`config.mk`:
```
export PLATFORM = sky130hd
export DESIGN_NAME = inst_fetch_responder
export DESIGN_NICKNAME = d
export VERILOG_FILES = /design/src/rtl/ifr_pkg.sv /design/src/rtl/ifr_resp_fifo.sv /design/src/rtl/inst_fetch_responder.sv
export SDC_FILE = /design/constraint.sdc
export NUM_CORES = 1
export LEC_CHECK = 0
export CORE_ASPECT_RATIO = 2
export CORE_MARGIN = 4
export CORE_UTILIZATION = 55
export DETAILED_ROUTE_END_ITERATION = 10
export PLACE_DENSITY = 0.8
export SYNTH_ARGS = -nofsm -noshare
export SYNTH_HDL_FRONTEND = slang
export SYNTH_SLANG_ARGS = --single-unit
```
`constraint.sdc`:
```
create_clock -name clk -period 6.5 [get_ports clk]
set_input_delay 1.3 -clock clk [delete_from_list [all_inputs] [get_ports clk]]
set_output_delay 1.3 -clock clk [all_outputs]
set_load 0.01 [all_outputs]
```
`src/rtl/ifr_pkg.sv`:
```
// Shared types and helpers for the instruction-fetch responder.
package ifr_pkg;

   localparam logic [31:0] NOP_INST = 32'h00000013;

   // Default response entry; the top re-declares this with its own widths.
   typedef struct packed {
      logic [31:0] addr;
      logic [31:0] data;
      logic        err;
   } ifr_resp_t;

   // Width needed to hold a credit count in 0..depth inclusive.
   function automatic int cnt_w(input int depth);
      return $clog2(depth + 1);
   endfunction

endpackage

```
`src/rtl/ifr_resp_fifo.sv`:
```
// In-order response FIFO. Flush empties it and overrides a same-cycle push.
module ifr_resp_fifo
   import ifr_pkg::*;
#(
   parameter int  DEPTH = 4,
   parameter type T     = ifr_resp_t
) (
   input  logic                     clk,
   input  logic                     reset_n,
   input  logic                     push,
   input  T                         push_data,
   input  logic                     pop,
   input  logic                     flush,
   output T                         head,
   output logic [cnt_w(DEPTH)-1:0]  count,
   output logic                     empty
);

   localparam int PTR_W = $clog2(DEPTH);
   localparam int CNT_W = cnt_w(DEPTH);

   T                 mem [DEPTH];
   logic [PTR_W-1:0] wr_ptr;
   logic [PTR_W-1:0] rd_ptr;
   logic             do_push;
   logic             do_pop;

   assign do_push = push && !flush;
   assign do_pop  = pop && !empty && !flush;
   assign empty   = (count == '0);
   // Head is forced to zero when empty so outputs read 0 out of reset.
   assign head    = empty ? '0 : mem[rd_ptr];

   // Storage array, written on push; contents need no reset.
   always_ff @(posedge clk) begin
      if (do_push) mem[wr_ptr] <= push_data;
   end

   // Pointers and occupancy; power-of-two depth makes pointer wrap natural.
   always_ff @(posedge clk or negedge reset_n) begin
      if (!reset_n) begin
         wr_ptr <= '0;
         rd_ptr <= '0;
         count  <= '0;
      end else if (flush) begin
         wr_ptr <= '0;
         rd_ptr <= '0;
         count  <= '0;
      end else begin
         if (do_push) wr_ptr <= wr_ptr + PTR_W'(1);
         if (do_pop)  rd_ptr <= rd_ptr + PTR_W'(1);
         case ({do_push, do_pop})
            2'b10:   count <= count + CNT_W'(1);
            2'b01:   count <= count - CNT_W'(1);
            default: count <= count;
         endcase
      end
   end

endmodule

```
`src/rtl/inst_fetch_responder.sv`:
```
// Instruction-fetch responder: credit-limited accept, fixed-latency memory
// read pipeline, in-order response FIFO and jump flush.
// Optional macro IFR_MISALIGN_CHK_EN: misaligned fetches skip the memory
// read and return a NOP flagged with err_o.
module inst_fetch_responder
   import ifr_pkg::*;
#(
   parameter int DEPTH       = 4,
   parameter int MEM_LATENCY = 2,
   parameter int ADDR_W      = 32,
   parameter int DATA_W      = 32
) (
   input  logic              clk,
   input  logic              reset_n,
   input  logic              request_i,
   input  logic [ADDR_W-1:0] addr_i,
   output logic              ready_o,
   input  logic              flush_i,
   output logic              mem_en_o,
   output logic [ADDR_W-1:0] mem_addr_o,
   input  logic [DATA_W-1:0] mem_rdata_i,
   output logic              dataOk_o,
   output logic [DATA_W-1:0] data_o,
   output logic [ADDR_W-1:0] addr_o,
   input  logic              resp_ready_i,
   output logic              err_o
);

   localparam int CNT_W = cnt_w(DEPTH);

   typedef struct packed {
      logic [ADDR_W-1:0] addr;
      logic [DATA_W-1:0] data;
      logic              err;
   } resp_t;

   logic                               accepted;
   logic                               misalign;
   logic [MEM_LATENCY:1]               vld_pipe;
   logic [MEM_LATENCY:1][ADDR_W-1:0]   addr_pipe;
   logic [MEM_LATENCY:1]               err_pipe;
   logic [CNT_W-1:0]                   inflight_cnt;
   logic [CNT_W-1:0]                   fifo_cnt;
   logic [CNT_W-1:0]                   outstanding;
   logic                               fifo_empty;
   resp_t                              push_data;
   resp_t                              head;

`ifdef IFR_MISALIGN_CHK_EN
   assign misalign = |addr_i[1:0];
`else
   assign misalign = 1'b0;
`endif

   // ready_o depends on registered state only, so a same-cycle pop does not
   // free a credit until the following cycle.
   assign outstanding = inflight_cnt + fifo_cnt;
   assign ready_o     = (outstanding < CNT_W'(DEPTH));
   assign accepted    = request_i && ready_o;
   assign mem_en_o    = accepted && !misalign;
   assign mem_addr_o  = mem_en_o ? {addr_i[ADDR_W-1:2], 2'b00} : '0;

   // Count valid reads still travelling towards the memory data return.
   always_comb begin
      inflight_cnt = '0;
      for (int i = 1; i <= MEM_LATENCY; i++)
         inflight_cnt = inflight_cnt + CNT_W'(vld_pipe[i]);
   end

   // In-flight shift register; flush kills older stages but keeps the
   // request accepted in the flush cycle.
   always_ff @(posedge clk or negedge reset_n) begin
      if (!reset_n) begin
         vld_pipe  <= '0;
         addr_pipe <= '0;
         err_pipe  <= '0;
      end else begin
         vld_pipe[1]  <= accepted;
         addr_pipe[1] <= addr_i;
         err_pipe[1]  <= misalign;
         for (int i = 2; i <= MEM_LATENCY; i++) begin
            vld_pipe[i]  <= vld_pipe[i-1] && !flush_i;
            addr_pipe[i] <= addr_pipe[i-1];
            err_pipe[i]  <= err_pipe[i-1];
         end
      end
   end

   // Memory data lines up with the last stage; errored entries carry a NOP.
   always_comb begin
      push_data      = '0;
      push_data.addr = addr_pipe[MEM_LATENCY];
      push_data.err  = err_pipe[MEM_LATENCY];
      push_data.data = err_pipe[MEM_LATENCY] ? DATA_W'(NOP_INST) : mem_rdata_i;
   end

   ifr_resp_fifo #(
      .DEPTH (DEPTH),
      .T     (resp_t)
   ) u_fifo (
      .clk       (clk),
      .reset_n   (reset_n),
      .push      (vld_pipe[MEM_LATENCY]),
      .push_data (push_data),
      .pop       (resp_ready_i),
      .flush     (flush_i),
      .head      (head),
      .count     (fifo_cnt),
      .empty     (fifo_empty)
   );

   assign dataOk_o = !fifo_empty;
   assign data_o   = head.data;
   assign addr_o   = head.addr;
   assign err_o    = head.err;

endmodule

```
### Yosys cells after proc, flatten, opt, wreduce, memory -nomap -nowiden

Memories as Yosys holds them, arrays and structs flattened.
Index checks and enable logic that the tools add are counted.

* memory bits (read-only): 0
* logic and storage cells: 37
* latch bits: 0
* memories: 1
* bits of input ports: 69
* output and inout bits: 100
* flip-flop bits (word level): 73
* memory bits (writable): 256

Memories
* u_fifo.mem: depth 4, bits a word 64, read ports 1, clocked after Yosys merged registers in 0, wr ports 1, line ifr_resp_fifo.sv:22 `T mem [DEPTH];`

* shifts and indexed selects: 0
* multipliers: 0
* div/mod/pow operators: 0
* reduce and logical (&&, ||, !) cells: 11
* bitwise operators: 0
* equality and inequality tests: 2
* $add $sub $neg: 6
* $lt $le $gt $ge: 1
* muxes and demuxes: 10

Operators by type and width (number)
* $mux W65: 1
* $mux W32: 1
* $mux W2: 4
* $pmux W3 S2: 1
* $logic_and A1 B1 Y1: 5
* $add A2 B1 Y2 const B: 2
* $reduce_bool A2 Y1: 2
* $add A3 B1 Y3 const B: 1
* $add A3 B3 Y3: 1
* $logic_not A3 Y1: 1
* $lt A3 B3 Y1 const B: 1
* $mux W3: 1
* $reduce_bool A3 Y1: 1
* $sub A3 B1 Y3 const B: 1
* $add A1 B1 Y2: 1
* $eq A2 B1 Y1 const B: 1
* $eq A2 B2 Y1 const B: 1
* $logic_not A1 Y1: 2
* $mux W1: 2

### Longest topological paths before layout

Gate-level depths: netlist of run 1.

* word-level depth: 7
* gate-level depth with buffers: 7
* mapped depth without buffers: 6

### By module

From an unflattened synthesis of run 1, not the netlist that was laid out.

* cell total of the unflattened synthesis: 613
* area total of the unflattened synthesis: 12433.2 um^2

Modules (own cells, without submodules)
* ifr_resp_fifo: area an instance 10323.7 um^2, times used 1, cells an instance 462, seq. area each 7982.7 um^2
* inst_fetch_responder: area an instance 2109.5 um^2, times used 1, cells an instance 151, seq. area each 1651.6 um^2

### Worst setup path after synthesis of run 1

No wires, ideal clock.

* path type: input to register
* from: input port flush_i
* to: memory u_fifo.mem[0][0] (netlist name) (enable)
* path buffers: 0
* required time: 6.071 ns
* arrival time: 2.995 ns
* stages: 2
* path slack: 3.076 ns
* library setup time: 0.429 ns
* path through: nor2b_1 -> and2_1

* cells in the longest elaborated chain, start to end: 4

Ends and longest elaborated chain
* from (decl): line inst_fetch_responder.sv:18 `input logic flush_i,`
* $logic_not A1 Y1: line ifr_resp_fifo.sv:28 `assign do_push = push && !flush;`
* $logic_and A1 B1 Y1: line ifr_resp_fifo.sv:28
* $mux W1: line ifr_resp_fifo.sv:36 `if (do_push) mem[wr_ptr] <= push_data;`
* $mux W1 (not written as such): line ifr_resp_fifo.sv:36
* to (decl): line ifr_resp_fifo.sv:22

No other way between the ends.

### Worst setup path after layout of run 1

* from: register vld_pipe[2] (netlist name)
* to: output port mem_addr_o[16]

* cells in the longest elaborated chain, start to end: 5

Ends and longest elaborated chain
* from (decl): line inst_fetch_responder.sv:39 `logic [MEM_LATENCY:1] vld_pipe;`
* from (signal, indexed assignment): line inst_fetch_responder.sv:82 `vld_pipe[i] <= vld_pipe[i-1] && !flush_i;`
* $add A1 B1 Y2: line inst_fetch_responder.sv:67 `inflight_cnt = inflight_cnt + CNT_W'(vld_pipe[i]);`
* $add A3 B3 Y3: line inst_fetch_responder.sv:57 `assign outstanding = inflight_cnt + fifo_cnt;`
* $lt A3 B3 Y1: line inst_fetch_responder.sv:58 `assign ready_o = (outstanding < CNT_W'(DEPTH));`
* $logic_and A1 B1 Y1: line inst_fetch_responder.sv:59 `assign accepted = request_i && ready_o;`
* $mux W32: line inst_fetch_responder.sv:61 `assign mem_addr_o = mem_en_o ? {addr_i[ADDR_W-1:2], 2'b00} : '0;`
* to (decl): line inst_fetch_responder.sv:20 `output logic [ADDR_W-1:0] mem_addr_o,`

No other way between the ends.

==> qor.csv, run 1 <==
metric;value;unit
Slew Viols, Final;0;
CP max stage delay;0.85;ns
Worst-Margin Slew;1.14;ns
post-synthesis sequential area ratio;0.786;
overall power;4.71;mW
first-pass GRT wire length;35000;um
Slew headroom;0.239;
most frequent cells in the layout;256 x edfxtp_1, 164 x clkdlybuf4s50_1, 71 x dfrtp_1;
via/cell ratio;5.59;
clock buffer count from CTS;26;
pin count of the biggest net entering global routing;74;
crit-path most repeated cell;ha_1;
Max Cap Viol;0;
asr flop ratio synth;0.222;
power per cell area;318;nW/um^2
antenna fix cells;0;
Layout area overhead;22.4;%
outcome;finished clean;
setup ws final;1.66;ns
# port buffers;165;
Final Cycle Share;0.745;
critical-path cell list;ha_1, ha_1, a31oi_1, xor2_2, and3_1, clkdlybuf4s50_1;
#FFs+latches synth;329;
Hold Slack;0.349;ns
top post-synthesis cells by area;edfxtp_1 63%, dfrtp_1 15%, mux4_2 12%;
vias in the first global route;6329;
Residual DRC;0;
Fin. Hold Viols;0;
YS warnings;0;
worst path bufs/invs;1;
setup TNS;0;ns
Clock Path Buffers;3;
Die Height;218;um
Final setup viols;0;
# nets final;811;
CP top delay family;XOR/XNOR gates;
clk_lat worst skew;0.52;ns
die span in x;113;um
# IOs;169;
RSZ-0062 raised after global routing;no;
VDD IR-drop max;0.000251;V
row cnt;76;
Post-Syn Instances;572;
top-area cell type share of the netlist area;0.635;
CP Data Arrival Time;3.54;ns
Final Wtd Congestion;0.708;
drt wl/cell;21.3;um
CTS Sinks;329;
root buf cell;clkbuf_16;
post-route ant nets;0;
EDFF count, synth;256;
GRT Residual Overflow;0;
die area;24600;um^2
minimum clock period;4.84;ns
Hold WC Path Type;register to register;
Peak Freq;207;MHz
GRT Util Overall;0.184;
Post-CTS Repair Setup Buffers;0;
critical path capture point type;primary output;
main flop type after synthesis;edfxtp_1;
hpwl dp;13100;um
CP Launch Type;register;
most common library cell in the layout ignoring fill and taps;edfxtp_1;
Final Skew;0.00628;ns
Crit path required time;5.20;ns
share of layout cells above drive strength 1;0.143;
CTS tree;built;
drt pass-1 iters;4;
LEAKAGE;5.04;nW
CORE AREA;21600;um^2
average size of a mapped cell;21.2;um^2
mapped cell area;12100;um^2
final WL;21900;um
H-tree depth;1;
CP Max Fanout;32;
initial drt markers;250;
initial antenna violation count;0;
Initial Util;0.561;
DR vias;5739;
Yosys top cell by area;edfxtp_1;
Setup CP Type;register to primary output;
Netlist cell types;33;
hold buffers post-CTS;0;
cts repair resizes;0;
critical path's slowest cell;xor2_2;
CTS clk-pin slew, worst paths;0.07;ns
pre-CTS setup slack;2.06;ns
==> kinds of logic (layout without fill, tap and decap cells) <==
group           after synthesis  in the layout  synth area share
mux                          65             65             0.120
xor+xnor                      5              5           0.00362
other cells                   1              3          0.000310
fa+ha+maj                     7              7           0.00785
simple gates                120            120            0.0601
compound gates               10             10           0.00589
buf+inv                      35            215            0.0164
flops                       329            329             0.786
==> cell usage after synthesis (2+ instances only) <==
library cell / instances
buf_4: 5
o21ai_0: 2
nor2_1: 8
xor2_1: 3
buf_6: 5
ha_1: 6
xnor2_1: 2
a31oi_1: 2
and2_1: 71
edfxtp_1: 256
and3_1: 30
inv_1: 2
mux4_2: 64
clkbuf_1: 14
dfrtp_1: 73
buf_2: 9
nor2b_1: 4
==> layout make-up <==
type                    instances  area (um^2)
clock buffers                  39          731
clock inverters                 8          139
fillers                      1362         6770
inverters                       2         7.51
multi-input cells             210         2420
flip-flops and latches        329         9520
well taps                     273          342
repair buffers                166         1660
==> registers in the layout, summed over array words and instances, names as in the netlist <==
signal / cells
addr_pipe: 64
u_fifo.count: 3
u_fifo.mem: 256
u_fifo.rd_ptr: 2
u_fifo.wr_ptr: 2
vld_pipe: 2
==> worst paths after layout <==
path | cells after the start | end | slack, ns | start
max | 6 | mem_addr_o[16] | 1.66 | vld_pipe[2]
min | 0 | addr_pipe[43] | 0.35 | addr_pipe[11]
max reg2reg | 5 | vld_pipe[1] | 3.99 | vld_pipe[2]
min reg2reg | 0 | addr_pipe[43] | 0.35 | addr_pipe[11]
max in group asynchronous | 1 | u_fifo.rd_ptr[0] | 4.93 | reset_n
min in group asynchronous | 1 | addr_pipe[1] | 0.89 | reset_n
==> through the flow <==
| step | instance area, um^2 | cells | utilization |
|---|---|---|---|
| 2_1_floorplan | 12100 | 574 | - |
| 3_3_place_gp | 13900 | 980 | 0.646 |
| 3_5_place_dp | 13900 | 980 | 0.646 |
| 4_1_cts | 14800 | 1027 | 0.686 |
| 5_1_grt | 14800 | 1027 | 0.686 |
| 6_report | 14800 | 1027 | 0.686 |
==> report_power, final <==
part,internal [mW],switching [mW]
Sequential,2.33,0.0770
Combinational,0.411,0.288
Clock,0.936,0.672
Total,3.67,1.04
==> routing by layer <==
layer,up-vias,GRT usage,part of all wire
met5,-,0,0
met3,40,0.0267,0.050
met2,179,0.327,0.55
li1,2556,-,-
met4,0,0.0718,0.031
met1,2964,0.226,0.37
(Power assumes the default switching activity.)
==> run 2: changes to the inputs <==
--- a/config.mk
+++ b/config.mk
@@ -7,9 +7,9 @@
 export LEC_CHECK = 0
 export CORE_ASPECT_RATIO = 2
 export CORE_MARGIN = 4
-export CORE_UTILIZATION = 55
+export CORE_UTILIZATION = 49
 export DETAILED_ROUTE_END_ITERATION = 10
-export PLACE_DENSITY = 0.8
+export PLACE_DENSITY = 0.76
 export SYNTH_ARGS = -nofsm -noshare
 export SYNTH_HDL_FRONTEND = slang
 export SYNTH_SLANG_ARGS = --single-unit
==> constraint.sdc (replaced) <==
create_clock -name clk -period 4.38 [get_ports clk]
set_input_delay 0.876 -clock clk [delete_from_list [all_inputs] [get_ports clk]]
set_output_delay 0.876 -clock clk [all_outputs]
set_load 0.01 [all_outputs]
==> qor.csv, run 2 (synthesis gave the netlist of run 1 again) <==
metric;value;unit;change
critical path's slowest cell;clkdlybuf4s50_1;;
clock buffer count from CTS;27;;+3.8%
CTS tree;built;;
vias in the first global route;6579;;+4.0%
Hold WC Path Type;register to register;;
CP Launch Type;register;;
Initial Util;0.496;;-0.0652
Final Skew;0.0119;ns;+0.00561 ns
CP Data Arrival Time;3.12;ns;-0.42 ns
die area;27400;um^2;+12%
power per cell area;474;nW/um^2;+49%
hpwl dp;13600;um;+4.1%
crit-path most repeated cell;ha_1;;
Slew headroom;0.213;;-0.0260
Comb pwr share;0.151;;+0.003
# port buffers;165;;unchanged
initial antenna violation count;0;;unchanged
placed cell count;1042;;+6.3%
post-placement cell area;14100;um^2;+0.78%
fin cells;1091;;+6.2%
drt pass-1 iters;4;;unchanged
Fin. Hold Viols;0;;unchanged
VDD IR-drop max;0.000373;V;+49%
post-route ant nets;0;;unchanged
Residual DRC;0;;unchanged
# IOs;169;;unchanged
Setup CP Type;register to primary output;;
post-route cell area;15000;um^2;+1.0%
Slew Viols, Final;0;;unchanged
minimum clock period;3.99;ns;
H-tree depth;1;;unchanged
Largest register FFs;256;;unchanged
setup ws final;0.387;ns;-1.27 ns
cts repair resizes;0;;unchanged
sequential power share;0.501;;-0.009
pre-CTS setup slack;0.825;ns;-1.23 ns
final WL;22700;um;+3.9%
CORE AREA;24400;um^2;+13%
Clock Path Buffers;3;;unchanged
Final Wtd Congestion;0.692;;-2.1%
setup TNS;0;ns;unchanged
CP max stage delay;0.55;ns;-0.30 ns
most common library cell in the layout ignoring fill and taps;edfxtp_1;;
Die Height;230;um;+5.7%
hold buffers post-CTS;0;;unchanged
critical path capture point type;primary output;;
share of layout cells above drive strength 1;0.158;;+0.0149
antenna fix cells;0;;unchanged
Max Cap Viol;0;;unchanged
outcome;finished clean;;
clock share of power;0.348;;+0.007
critical-path cell list;ha_1, ha_1, a31oi_1, xor2_2, buf_4, and3_1, clkdlybuf4s50_1;;
RSZ-0062 raised after global routing;no;;
Switch Pwr;1.61;mW;+55%
via/cell ratio;5.26;;-5.8%
first-pass GRT wire length;36500;um;+4.4%
drt wl/cell;20.8;um;-2.2%
Final setup viols;0;;unchanged
Switching Share;0.227;;+0.00680
die span in x;119;um;+5.5%
# nets final;815;;+0.49%
Crit path required time;3.50;ns;-1.70 ns
pin count of the biggest net entering global routing;74;;unchanged
DR vias;5742;;+0.052%
top flop regs;u_fifo.mem x256, addr_pipe x64, u_fifo.count x3;;
root buf cell;clkbuf_16;;
clk_lat worst skew;0.53;ns;about the same
row cnt;81;;+6.6%
initial drt markers;349;;+40%
Peak Freq;250;MHz;
Post-CTS Repair Setup Buffers;0;;unchanged
Worst-Margin Slew;1.18;ns;+0.0390 ns
P_int;5.48;mW;+49%
LEAKAGE;5.09;nW;+1.0%
GRT Util Overall;0.171;;-0.0124
Final Cycle Share;0.912;;
Hold Slack;0.338;ns;-0.0107 ns
GRT Residual Overflow;0;;unchanged
CTS Sinks;329;;unchanged
CTS clk-pin slew, worst paths;0.07;ns;about the same
Layout area overhead;23.7;%;
CP Max Fanout;32;;unchanged
Top reg by flops;u_fifo.mem;;
most frequent cells in the layout;256 x edfxtp_1, 164 x clkdlybuf4s50_1, 71 x dfrtp_1;;
run 2: worst paths after layout:
path | endpoint | from | slack (ns) | cells past startpoint
hold reg to reg | addr_pipe[61] | addr_pipe[29] | 0.34 | 0
setup reg to reg | u_fifo.count[2] | u_fifo.count[0] | 1.95 | 6
max in group asynchronous | u_fifo.rd_ptr[1] | reset_n | 3.21 | 1
hold / removal | addr_pipe[61] | addr_pipe[29] | 0.34 | 0
min in group asynchronous | addr_pipe[33] | reset_n | 0.47 | 1
setup / recovery | mem_addr_o[16] | vld_pipe[2] | 0.39 | 7
run 2: cell type report:
type	instances	area, um^2
Sequential cell	329	9520
Clock inverter	12	151
Fill cell	1724	9450
Timing Repair Buffer	169	1690
Clock buffer	37	764
Multi-Input combinational cell	210	2420
Inverter	2	7.51
Tap cell	332	415
run 2: worst max-delay path: cells and delay by family (launching register included):
family	cells	cell delay, ns
buf+inv	2	0.85
fa+ha+maj	2	0.55
flops	1	0.53
compound gates	1	0.27
simple gates	1	0.20
xor+xnor	1	0.17
run 2: per-layer routing:
layer	global-route usage	share of wire
met1	0.193	0.36
met3	0.0293	0.051
met2	0.320	0.57
met5	0	0
met4	0.0646	0.023
run 2: power groups by stage:
stage / Sequential [mW] / Clock (mW) / Combinational [mW]
floorplan: 3.55 / 0 / 0.606
global placement: 3.61 / 0 / 1.07
detailed placement: 3.63 / 0 / 1.09
CTS: 3.56 / 2.52 / 1.10
finish: 3.55 / 2.47 / 1.07
global route: 3.57 / 2.65 / 1.15
run 2: through the flow:
step	util	power, mW
2_1_floorplan	-	4.15
3_3_place_gp	0.575	4.68
3_5_place_dp	0.575	4.72
4_1_cts	0.613	7.18
5_1_grt	0.613	7.37
6_report	0.613	7.09
